`src/rtl/mem_arbiter.sv`:
```
// Arbiter sharing one single-ported memory between instruction fetch and load/store data.
// Data has priority; a saturating streak counter bounds how long fetch can be starved.
module mem_arbiter #(
    parameter int ADDR_WIDTH = 32,
    parameter int DATA_WIDTH = 32,
    parameter int STREAK_MAX = 4
) (
    input  logic                    clk,
    input  logic                    rst,
    input  logic                    if_req,
    input  logic [ADDR_WIDTH-1:0]   if_addr,
    output logic                    if_ack,
    output logic [DATA_WIDTH-1:0]   if_rdata,
    input  logic                    d_req,
    input  logic                    d_we,
    input  logic [ADDR_WIDTH-1:0]   d_addr,
    input  logic [DATA_WIDTH-1:0]   d_wdata,
    input  logic [DATA_WIDTH/8-1:0] d_wstrb,
    output logic                    d_ack,
    output logic [DATA_WIDTH-1:0]   d_rdata,
    output logic                    mem_req,
    output logic                    mem_we,
    output logic [ADDR_WIDTH-1:0]   mem_addr,
    output logic [DATA_WIDTH-1:0]   mem_wdata,
    output logic [DATA_WIDTH/8-1:0] mem_wstrb,
    input  logic [DATA_WIDTH-1:0]   mem_rdata,
    input  logic                    mem_ack,
    output logic                    busy
);

    localparam int STRB_WIDTH = DATA_WIDTH / 8;
    localparam logic [3:0] STREAK_LIM = 4'(STREAK_MAX);

    typedef enum logic [1:0] {
        IDLE = 2'd0,
        BUSY = 2'd1,
        RESP = 2'd2
    } state_t;

    state_t                  state_r;
    state_t                  state_s;
    logic                    owner_d_r;
    logic [3:0]              streak_r;
    logic [3:0]              streak_s;
    logic                    grant_d_s;
    logic                    grant_i_s;
    logic                    done_s;
    logic                    mem_req_r;
    logic                    mem_we_r;
    logic [ADDR_WIDTH-1:0]   mem_addr_r;
    logic [DATA_WIDTH-1:0]   mem_wdata_r;
    logic [STRB_WIDTH-1:0]   mem_wstrb_r;
    logic                    if_ack_r;
    logic                    d_ack_r;
    logic [DATA_WIDTH-1:0]   if_rdata_r;
    logic [DATA_WIDTH-1:0]   d_rdata_r;
    logic                    busy_r;

    // Next-state, grant decision and streak update
    always_comb begin
        state_s   = state_r;
        streak_s  = streak_r;
        grant_d_s = 1'b0;
        grant_i_s = 1'b0;
        done_s    = 1'b0;
        case (state_r)
            IDLE: begin
                if (d_req && (!if_req || (streak_r < STREAK_LIM))) begin
                    grant_d_s = 1'b1;
                    state_s   = BUSY;
                    if (if_req) begin
                        streak_s = (streak_r >= STREAK_LIM) ? STREAK_LIM : (streak_r + 4'd1);
                    end else begin
                        streak_s = 4'd0;
                    end
                end else if (if_req) begin
                    grant_i_s = 1'b1;
                    state_s   = BUSY;
                    streak_s  = 4'd0;
                end else begin
                    state_s = IDLE;
                end
            end
            BUSY: begin
                if (mem_ack) begin
                    done_s  = 1'b1;
                    state_s = RESP;
                end else begin
                    state_s = BUSY;
                end
            end
            RESP: begin
                // Requests still high here belong to the finished transfer; only IDLE re-arbitrates.
                state_s = IDLE;
            end
            default: begin
                state_s = IDLE;
            end
        endcase
    end

    // State, latched transfer fields and all registered outputs
    always_ff @(posedge clk) begin
        if (rst) begin
            state_r     <= IDLE;
            owner_d_r   <= 1'b0;
            streak_r    <= 4'd0;
            mem_req_r   <= 1'b0;
            mem_we_r    <= 1'b0;
            mem_addr_r  <= '0;
            mem_wdata_r <= '0;
            mem_wstrb_r <= '0;
            if_ack_r    <= 1'b0;
            d_ack_r     <= 1'b0;
            if_rdata_r  <= '0;
            d_rdata_r   <= '0;
            busy_r      <= 1'b0;
        end else begin
            state_r   <= state_s;
            streak_r  <= streak_s;
            busy_r    <= (state_s != IDLE);
            mem_req_r <= (state_s == BUSY);
            if_ack_r  <= done_s && !owner_d_r;
            d_ack_r   <= done_s && owner_d_r;
            if (grant_d_s) begin
                owner_d_r   <= 1'b1;
                mem_we_r    <= d_we;
                mem_addr_r  <= d_addr;
                mem_wdata_r <= d_wdata;
                mem_wstrb_r <= d_we ? d_wstrb : '0;
            end else if (grant_i_s) begin
                owner_d_r   <= 1'b0;
                mem_we_r    <= 1'b0;
                mem_addr_r  <= if_addr;
                mem_wdata_r <= '0;
                mem_wstrb_r <= '0;
            end
            // Stores complete without touching d_rdata
            if (done_s && owner_d_r && !mem_we_r) begin
                d_rdata_r <= mem_rdata;
            end else if (done_s && !owner_d_r) begin
                if_rdata_r <= mem_rdata;
            end
        end
    end

    assign mem_req   = mem_req_r;
    assign mem_we    = mem_we_r;
    assign mem_addr  = mem_addr_r;
    assign mem_wdata = mem_wdata_r;
    assign mem_wstrb = mem_wstrb_r;
    assign if_ack    = if_ack_r;
    assign d_ack     = d_ack_r;
    assign if_rdata  = if_rdata_r;
    assign d_rdata   = d_rdata_r;
    assign busy      = busy_r;

endmodule

```
`config.mk`:
```
export PLATFORM = sky130hd
export DESIGN_NAME = mem_arbiter
export DESIGN_NICKNAME = d
export VERILOG_FILES = /design/src/rtl/mem_arbiter.sv
export SDC_FILE = /design/constraint.sdc
export NUM_CORES = 1
export LEC_CHECK = 0
export ABC_AREA = 1
export BUFFER_PORTS_ARGS = -buffer_cell sky130_fd_sc_hd__buf_2
export CORE_MARGIN = 8
export CORE_UTILIZATION = 47
export DETAILED_ROUTE_END_ITERATION = 12
export GPL_TIMING_DRIVEN = 0
export PLACE_DENSITY = 0.84
export SETUP_SLACK_MARGIN = 0.02
export SKIP_CTS_REPAIR_TIMING = 1
export SYNTH_ARGS = -nofsm -noshare
export SYNTH_HDL_FRONTEND = slang
export SYNTH_SLANG_ARGS = --single-unit
export TNS_END_PERCENT = 10
```
`constraint.sdc`:
```
create_clock -name clk -period 3.4 [get_ports clk]
set_clock_uncertainty 0.2 [all_clocks]
set_input_delay 0.51 -clock clk [delete_from_list [all_inputs] [get_ports clk]]
set_output_delay 0.51 -clock clk [all_outputs]
set_load 0.005 [all_outputs]
```
==> impl_metrics.py, run 1 <==
metrics = {
    "outcome": {
        "status": "finished, final reports clean",
    },
    "yosys": {
        "syn_area_per_cell_um2": 7.285,
        "syn_nets": 910,
        "yosysUniqueCellTypes": 21,
        "yosys_warnings": 0,
        "ys_ff_latch": 144,
        "ys_seq_area_share_pct": 51.33,
        "synth_cells": 771,
        "syn-cell-area_um2": 5617,
    },
    "hold_path": {
        "hp-start": "mem_rdata[13]",
        "min_path_cells": 3,
        "min_path_type": "in -> reg",
    },
    "route": {
        "wl_per_cell_um": 15.55,
        "via_per_inst": 5.006,
        "routed_wl_um": 19010,
        "num_vias": 6122,
        "dr.pass1.iters": 5,
        "drc": 0,
        "drt_iter0_drc": 426,
        "ant_nets": 0,
    },
    "finish": {
        "fin_nets": 1202,
        "drive_gt1_share_pct": 32.71,
        "fin_area_um2": 7802,
        "final_common_cell": "buf_2",
        "final_cell_mix": "buf_2, nor2_1, dfxtp_1",
        "area_delta_synth_final_pct": 38.92,
        "diodes": 0,
    },
    "power": {
        "p_per_area_nw_per_um2": 571.4,
        "p_leak_nw": 4.202,
        "peakVddDrop_mv": 0.3611,
    },
    "sta": {
        "period_share_pct": 51.30,
        "hold_viol_final": 0,
        "min_period_ns": 1.744,
        "setup_viol": 0,
        "fin_ws_ns": 1.656,
        "slew_headroom_pct": 63.97,
        "setup_tns_ns": 0,
        "worst_slew_pin_slew_ns": 0.5404,
        "final-max-slew-violation-count": 0,
        "rsz0062_at_grt": "false",
        "fmax_mhz": 573.3,
    },
    "place": {
        "gp_congestion": 0.9502,
        "portBuffers": 273,
        "dpl_cell_area_um2": 7167,
        "dp_slack_ns": 1.329,
        "post-dp-hpwl_um": 14510,
    },
    "die": {
        "dieHeight_um": 125.3,
        "core-area_um2": 11860,
        "initial_core_util_pct": 47.35,
        "dieWidth_um": 125.3,
        "die_area_um2": 15700,
        "rows": 40,
        "ios": 275,
    },
    "setup_path": {
        "r2r_cells": 7,
        "crit_chain": "o21ai_2 > nand2_1 > buf_2 > nand2_1 > nand3_1 > nand2_1 > inv_1",
        "crit_top_cell": "nand2_1",
        "critPathMaxStageDelay_ns": 0.35,
        "r2r-start": "streak_r[3]",
        "crit_path_start_kind": "flop",
        "cp.arrival_ns": 1.86,
        "startpoint": "streak_r[3]",
        "crit_path_end_kind": "flop",
        "cp_data_required_time_ns": 3.52,
        "crit_slowest_cell": "o21ai_2",
        "crit_type": "reg -> reg",
        "critPathMaxFanout": 10,
    },
    "clock_network": {
        "clk_pin_slew_ns": 0.06,
        "cts_tree": "built",
        "htree_levels": 4,
        "root_buffer": "clkbuf_16",
        "clk_latency_ns": 0.41,
        "cts.path.max_buffers": 2,
        "clock-sinks": 144,
        "cts_buffers": 17,
    },
    "global_route": {
        "antenna_found_initial": 0,
        "grt_overflow": 0,
        "grt_max_degree": 17,
        "track_usage_pct": 23.73,
        "grt_pass1_vias": 5880,
        "grt_pass1_wl_um": 30150,
    },
    "run": {
        "max-cap-violations": 0,
    },
}
-- path summary, 6_finish.rpt --
check / endpoint / slack [ns]
max: mem_addr[26] / 1.66
min: d_rdata[13] / 0.13
max reg2reg: mem_addr[26] / 1.66
min reg2reg: mem_wdata[2] / 0.26
-- per-layer routing --
layer	wire, um	global-route usage (%)
met1	7410	25.65
met4	448	9.097
met5	0	0
met3	2105	11.30
met2	9048	39.53
-- synth_stat cells, drive strengths merged --
cell	count	area share (%)
nand3	98	8.7
nor2	204	14
ha	1	0.22
nand2	110	7.4
nor3b	1	0.13
inv	42	2.8
o21ai	67	6.0
dfxtp	144	51
buf	38	3.6
a21oi	42	3.7
nand4	6	0.67
clkbuf	18	1.2
-- state kept, by name, summed over array words and instances (netlist names) --
name,count
mem_wdata,32
d_rdata,32
d_ack,1
owner_d_r,1
streak_r,4
mem_we,1
if_ack,1
state_r,2
if_rdata,32
busy,1
mem_addr,32
mem_req,1
mem_wstrb,4
-- through the flow --
step / hold slack (ns) / power, W / util (%) / cells
2_1_floorplan: 0.2427 / 0.002221 / - / 771
3_3_place_gp: 0.2491 / 0.002509 / 60.42 / 1191
3_5_place_dp: 0.2517 / 0.002523 / 60.42 / 1191
4_1_cts: 0.1099 / 0.004483 / 65.78 / 1223
5_1_grt: 0.1326 / 0.004647 / 65.78 / 1223
6_report: 0.1266 / 0.004458 / 65.78 / 1223
-- kinds of logic (layout without fill, tap and decap cells) --
logic type	after synthesis	after routing	share of synthesized area (%)
fa+ha+maj	1	1	0.2227
buf+inv	98	403	7.619
flops	144	144	51.33
compound gates	109	109	9.779
simple gates	419	419	31.05
-- worst max-delay path: cells and delay by family (launching register included) --
kind | cells | cell delay, ns
simple gates | 4 | 0.47
compound gates | 1 | 0.35
flops | 1 | 0.33
buf+inv | 2 | 0.28
-- report_power, final --
part | total [W] | leakage (nW) | switching, W | internal [W]
registers | 0.00186 | 1.18 | 0.0000537 | 0.00180
logic | 0.000633 | 2.72 | 0.000370 | 0.000264
clock network | 0.00197 | 0.307 | 0.000699 | 0.00127
-- area by class of cell --
| class | instances | area (um2) |
|---|---|---|
| Timing Repair Buffer | 273 | 1366 |
| Fill cell | 1027 | 4059 |
| Buffer | 56 | 270.3 |
| Inverter | 42 | 157.7 |
| Multi-Input combinational cell | 529 | 2306 |
| Clock buffer | 23 | 508.0 |
| Clock inverter | 9 | 127.6 |
| Tap cell | 147 | 183.9 |
| Sequential cell | 144 | 2883 |
(Power assumes the default switching activity.)
==> run 2, diff against run 1 <==
- CORE_UTILIZATION: 47 -> 46
- PLACE_DENSITY: 0.84 -> 0.83
- clock period: 3.4 -> 1.61 ns (I/O delays scaled with it)
==> run 2 against run 1 <==
Against the previous run:
- the flow now finishes with violations (hold timing)
- critical path type unchanged
- design area increased by 17%
- highest routed layer unchanged
- via count up 16%
- critical endpoint is now mem_addr[13]
- register-to-register slack got worse by 1.6 ns
- critical path depth grew 3
- largest power group unchanged
- flip-flop and latch count is the same
==> impl_metrics.py, run 2 (synthesized netlist as in run 1, its figures left out) <==
metrics = {
    "global_route": {
        "antenna_found_initial": 1,
        "track_usage_pct": 22.99,
        "grt_max_degree": 17,
        "grt_pass1_wl_um": 29860,
        "grt_overflow": 0,
        "grt_pass1_vias": 5811,
    },
    "clock_network": {
        "htree_levels": 4,
        "cts_buffers": 17,
        "clk_latency_ns": 0.42,
        "cts_tree": "built",
        "cts.path.max_buffers": 2,
        "clk_pin_slew_ns": 0.06,
        "clock-sinks": 144,
        "root_buffer": "clkbuf_16",
    },
    "finish": {
        "final_common_cell": "buf_2",
        "fill_cells": 769,
        "fin_area_um2": 9123,
        "seqCellArea_um2": 2887,
        "area_delta_synth_final_pct": 62.42,
        "final_core_util_pct": 76.27,
        "final_cell_mix": "buf_2, nor2_1, dfxtp_1",
        "drive_gt1_share_pct": 31.16,
        "multi_input_comb_area_um2": 2340,
        "fin_nets": 1321,
        "stdcell_count": 1342,
    },
    "setup_path": {
        "cp.arrival_ns": 1.69,
        "critPathMaxFanout": 10,
        "crit_path_start_kind": "flop",
        "crit_path_end_kind": "flop",
        "r2r_cells": 10,
        "cp_data_required_time_ns": 1.72,
        "crit_type": "reg -> reg",
    },
    "sta": {
        "period_share_pct": 98.07,
        "fmax_mhz": 633.3,
        "slew_headroom_pct": 59.86,
        "hold_ws_ns": -0.04558,
        "rsz0062_at_grt": "true",
        "setup_viol": 0,
        "hold_viol_final": 10,
        "min_period_ns": 1.579,
        "fin_ws_ns": 0.03107,
        "worst_slew_pin_slew_ns": 0.6021,
        "final-max-slew-violation-count": 0,
    },
    "place": {
        "gp_congestion": 0.9357,
        "post-dp-hpwl_um": 14460,
        "dp_slack_ns": -0.2357,
        "dpl.cell_count": 1191,
        "portBuffers": 273,
        "dpl_cell_area_um2": 7167,
    },
    "die": {
        "ios": 275,
        "dieWidth_um": 126.5,
        "dieHeight_um": 126.5,
        "die_area_um2": 16000,
        "initial_core_util_pct": 46.96,
        "rows": 40,
        "core-area_um2": 11960,
    },
    "route": {
        "ant_nets": 0,
        "num_vias": 7083,
        "via_per_inst": 5.278,
        "dr.pass1.iters": 7,
        "routed_wl_um": 23430,
        "drt_iter0_drc": 540,
        "drc": 0,
        "wl_per_cell_um": 17.46,
    },
    "run": {
        "max-cap-violations": 0,
    },
    "power": {
        "p_per_area_nw_per_um2": 1064,
        "p_leak_nw": 4.768,
        "peakVddDrop_mv": 0.8370,
    },
    "hold_path": {
        "min_path_type": "in -> reg",
        "min_path_cells": 5,
    },
    "outcome": {
        "status": "complete, but fails checks",
        "violations": "hold timing",
    },
}
run 2: cell count changes in the layout (fill, tap and decap cells not counted), moves of 2 or more:
cell | before | now
dfxtp_1 | 144 | 141
dfxtp_2 | 0 | 3
buf_6 | 2 | 6
clkbuf_4 | 0 | 9
buf_4 | 1 | 19
nand2_1 | 108 | 106
buf_12 | 0 | 2
clkbuf_8 | 6 | 4
dlygate4sd3_1 | 0 | 111
clkbuf_1 | 18 | 12
buf_2 | 306 | 285
run 2: final cells by class:
type / count / area share (%)
antenna: 1 / 0.02743
buffer: 56 / 3.950
clock buffer: 21 / 5.267
clock inverter: 10 / 1.468
inverter: 42 / 1.728
multi-input combinational: 529 / 25.65
sequential: 144 / 31.64
tap: 147 / 2.016
timing repair buffer: 392 / 28.25
run 2: critical path, cell delays in order, from the launching register on:
cell	delay [ns]
dfxtp_1	0.31
inv_2	0.07
nand2_2	0.08
nor2_4	0.18
buf_12	0.15
nand2_8	0.07
buf_6	0.14
nand2_1	0.08
nand3_1	0.08
nand2_1	0.07
inv_1	0.04
run 2: power by group:
group	internal [W]	total, W	switching [W]
Clock	0.00258	0.00408	0.00149
Sequential	0.00381	0.00393	0.000123
Combinational	0.000799	0.00169	0.000890
run 2: final timing paths:
path	startpoint	endpoint	slack, ns
max	state_r[0]	mem_addr[13]	0.03
min	d_addr[23]	mem_addr[23]	-0.05
max reg2reg	state_r[0]	mem_addr[13]	0.03
min reg2reg	mem_wdata[8]	mem_wdata[8]	0.26
run 2: stage by stage:
stage	total power [W]	TNS [ns]
after floorplan	0.004689	0
after global placement	0.005303	-11.55
after detailed placement	0.005327	-13.96
after CTS	0.009347	-9.128
after global routing	0.01007	-1.303
final	0.009702	0
run 2: per-layer routing:
metal / up-vias / global-route usage (%) / part of all wire (%)
li1: 3296 / - / -
met1: 3286 / 25.04 / 37
met2: 420 / 38.84 / 50
met3: 81 / 10.05 / 9.5
met4: 0 / 8.493 / 3.7
met5: - / 0 / 0
==> run 3, diff against run 2 <==
- CORE_ASPECT_RATIO: default -> 0.7
- CORE_UTILIZATION: 46 -> 47
- PLACE_DENSITY: 0.83 -> 0.84
- clock period: 1.61 -> 2 ns (I/O delays scaled with it)
==> run 3 against run 2 <==
Against the previous run:
- the flow still finishes with violations (hold timing)
- clock power down 23%
- highest routed layer unchanged
- worst setup slack better by 0.081 ns
- critical endpoint is now mem_wdata[20]
- combinational power down 29%
==> impl_metrics.py, run 3 (synthesized netlist as in run 1, its figures left out) <==
metrics = {
    "sta": {
        "slew_headroom_pct": 60.70,
        "worst_slew_pin_slew_ns": 0.5895,
        "fmax_mhz": 529.6,
        "setup_tns_ns": 0,
        "hold_ws_ns": -0.02880,
        "period_share_pct": 94.41,
        "min_period_ns": 1.888,
        "rsz0062_at_grt": "false",
        "setup_viol": 0,
        "final-max-slew-violation-count": 0,
        "hold_viol_final": 16,
    },
    "global_route": {
        "grt_max_degree": 17,
        "grt_pass1_vias": 5929,
        "track_usage_pct": 23.02,
        "antenna_found_initial": 0,
        "grt_pass1_wl_um": 29620,
        "grt_overflow": 0,
    },
    "clock_network": {
        "cts_tree": "built",
        "clk_latency_ns": 0.40,
        "clock-sinks": 144,
        "clk_pin_slew_ns": 0.06,
        "htree_levels": 4,
        "cts.path.max_buffers": 2,
        "root_buffer": "clkbuf_16",
        "cts_buffers": 17,
    },
    "setup_path": {
        "crit_slowest_cell": "clkbuf_1",
        "critPathMaxStageDelay_ns": 0.46,
        "crit_path_start_kind": "flop",
        "critPathMaxFanout": 10,
        "crit_chain": "o21ai_2 > clkbuf_1 > nand3_1 > a21oi_1",
        "crit_path_end_kind": "flop",
        "cp_num_buf_inv": 1,
        "crit_type": "reg -> reg",
        "startpoint": "streak_r[3]",
        "cp_data_required_time_ns": 2.12,
        "crit_family": "compound AO/OA/AOI/OAI gates",
        "r2r-start": "streak_r[3]",
        "cp.arrival_ns": 2.00,
    },
    "finish": {
        "final_cell_mix": "buf_2, nor2_1, dfxtp_1",
        "multi_input_comb_area_um2": 2306,
        "drive_gt1_share_pct": 30.68,
        "fin_nets": 1271,
        "diodes": 0,
        "fill_cells": 879,
        "seqCellArea_um2": 2883,
        "final_common_cell": "buf_2",
        "area_delta_synth_final_pct": 50.68,
        "stdcell_count": 1301,
    },
    "hold_path": {
        "hp-start": "if_addr[10]",
        "min_path_type": "in -> reg",
    },
    "route": {
        "via_per_inst": 5.047,
        "routed_wl_um": 21130,
        "drt_iter0_drc": 447,
        "wl_per_cell_um": 16.24,
        "ant_nets": 0,
        "num_vias": 6566,
        "drc": 0,
        "dr.pass1.iters": 5,
    },
    "place": {
        "post-dp-hpwl_um": 14820,
        "gp_congestion": 0.8398,
        "portBuffers": 273,
        "dpl.cell_count": 1201,
    },
    "power": {
        "p_leak_nw": 4.461,
        "clkPwrFrac_pct": 42.0,
        "p_per_area_nw_per_um2": 889.7,
        "comb_power_share_pct": 16.0,
        "power.internal_w": 0.005492,
        "seqPwrFrac_pct": 42.0,
        "peakVddDrop_mv": 0.6424,
        "p_sw_w": 0.002037,
        "p_sw_share_pct": 27.05,
    },
    "die": {
        "ios": 275,
        "rows": 33,
        "initial_core_util_pct": 48.07,
        "die_area_um2": 15760,
        "core-area_um2": 11690,
        "dieHeight_um": 107.5,
        "dieWidth_um": 146.7,
    },
    "outcome": {
        "status": "complete, but fails checks",
        "violations": "hold timing",
    },
    "run": {
        "max-cap-violations": 0,
    },
}
==> run 3: cell types whose count changed in the layout (fill, tap and decap cells not counted), moves of 3 or more <==
cell	delta
inv_6	+3
buf_4	-18
buf_2	+21
dfxtp_2	-3
clkbuf_8	-3
dfxtp_1	+3
buf_6	-4
clkbuf_1	+6
dlygate4sd3_1	-42
clkinv_2	-4
clkbuf_4	-9
==> run 3: worst paths after layout <==
check | end | slack [ns] | cells after the start
max | mem_wdata[20] | 0.11 | 4
min | mem_addr[10] | -0.03 | 5
max reg2reg | mem_wdata[20] | 0.11 | 4
min reg2reg | mem_wdata[31] | 0.26 | 2
==> run 3: power by group through the flow <==
| stage | registers (W) | clock network [W] | logic (W) |
|---|---|---|---|
| after detailed placement | 0.00322 | 0 | 0.00107 |
| final | 0.00316 | 0.00316 | 0.00120 |
| after global placement | 0.00321 | 0 | 0.00105 |
| after global routing | 0.00318 | 0.00332 | 0.00134 |
| after CTS | 0.00316 | 0.00319 | 0.00107 |
| after floorplan | 0.00324 | 0 | 0.000535 |
==> run 3: area by class of cell <==
type	count	share of cell area (%)
sequential	144	34.06
tap	157	2.321
multi-input combinational	529	27.25
inverter	42	1.863
clock inverter	13	1.818
timing repair buffer	342	24.31
buffer	56	3.193
clock buffer	18	5.189
==> run 3: layer usage <==
layer,track usage [%],up-vias,routed length [um]
li1,-,3193,-
met1,27.88,3013,8824
met2,37.70,325,10020
met3,8.946,35,1941
met4,6.081,0,353
met5,0,-,0
==> run 3: worst min-delay path: stages <==
cell,delay (ns)
buf_2,0.07
nand2_1,0.04
nand3_1,0.05
nand2_1,0.04
inv_1,0.04
==> run 3: through the flow <==
stage	instance area (um2)	utilization, %	hold slack [ns]	power, W	setup slack (ns)
floorplan	5617	-	0.2349	0.003775	0.6227
global placement	7179	61.44	0.2494	0.004262	0.1755
detailed placement	7179	61.44	0.2526	0.004288	0.1417
CTS	7772	66.52	-0.08268	0.007426	0.2184
global route	8463	72.43	0.001272	0.007839	0.06951
finish	8463	72.43	-0.02880	0.007529	0.1118
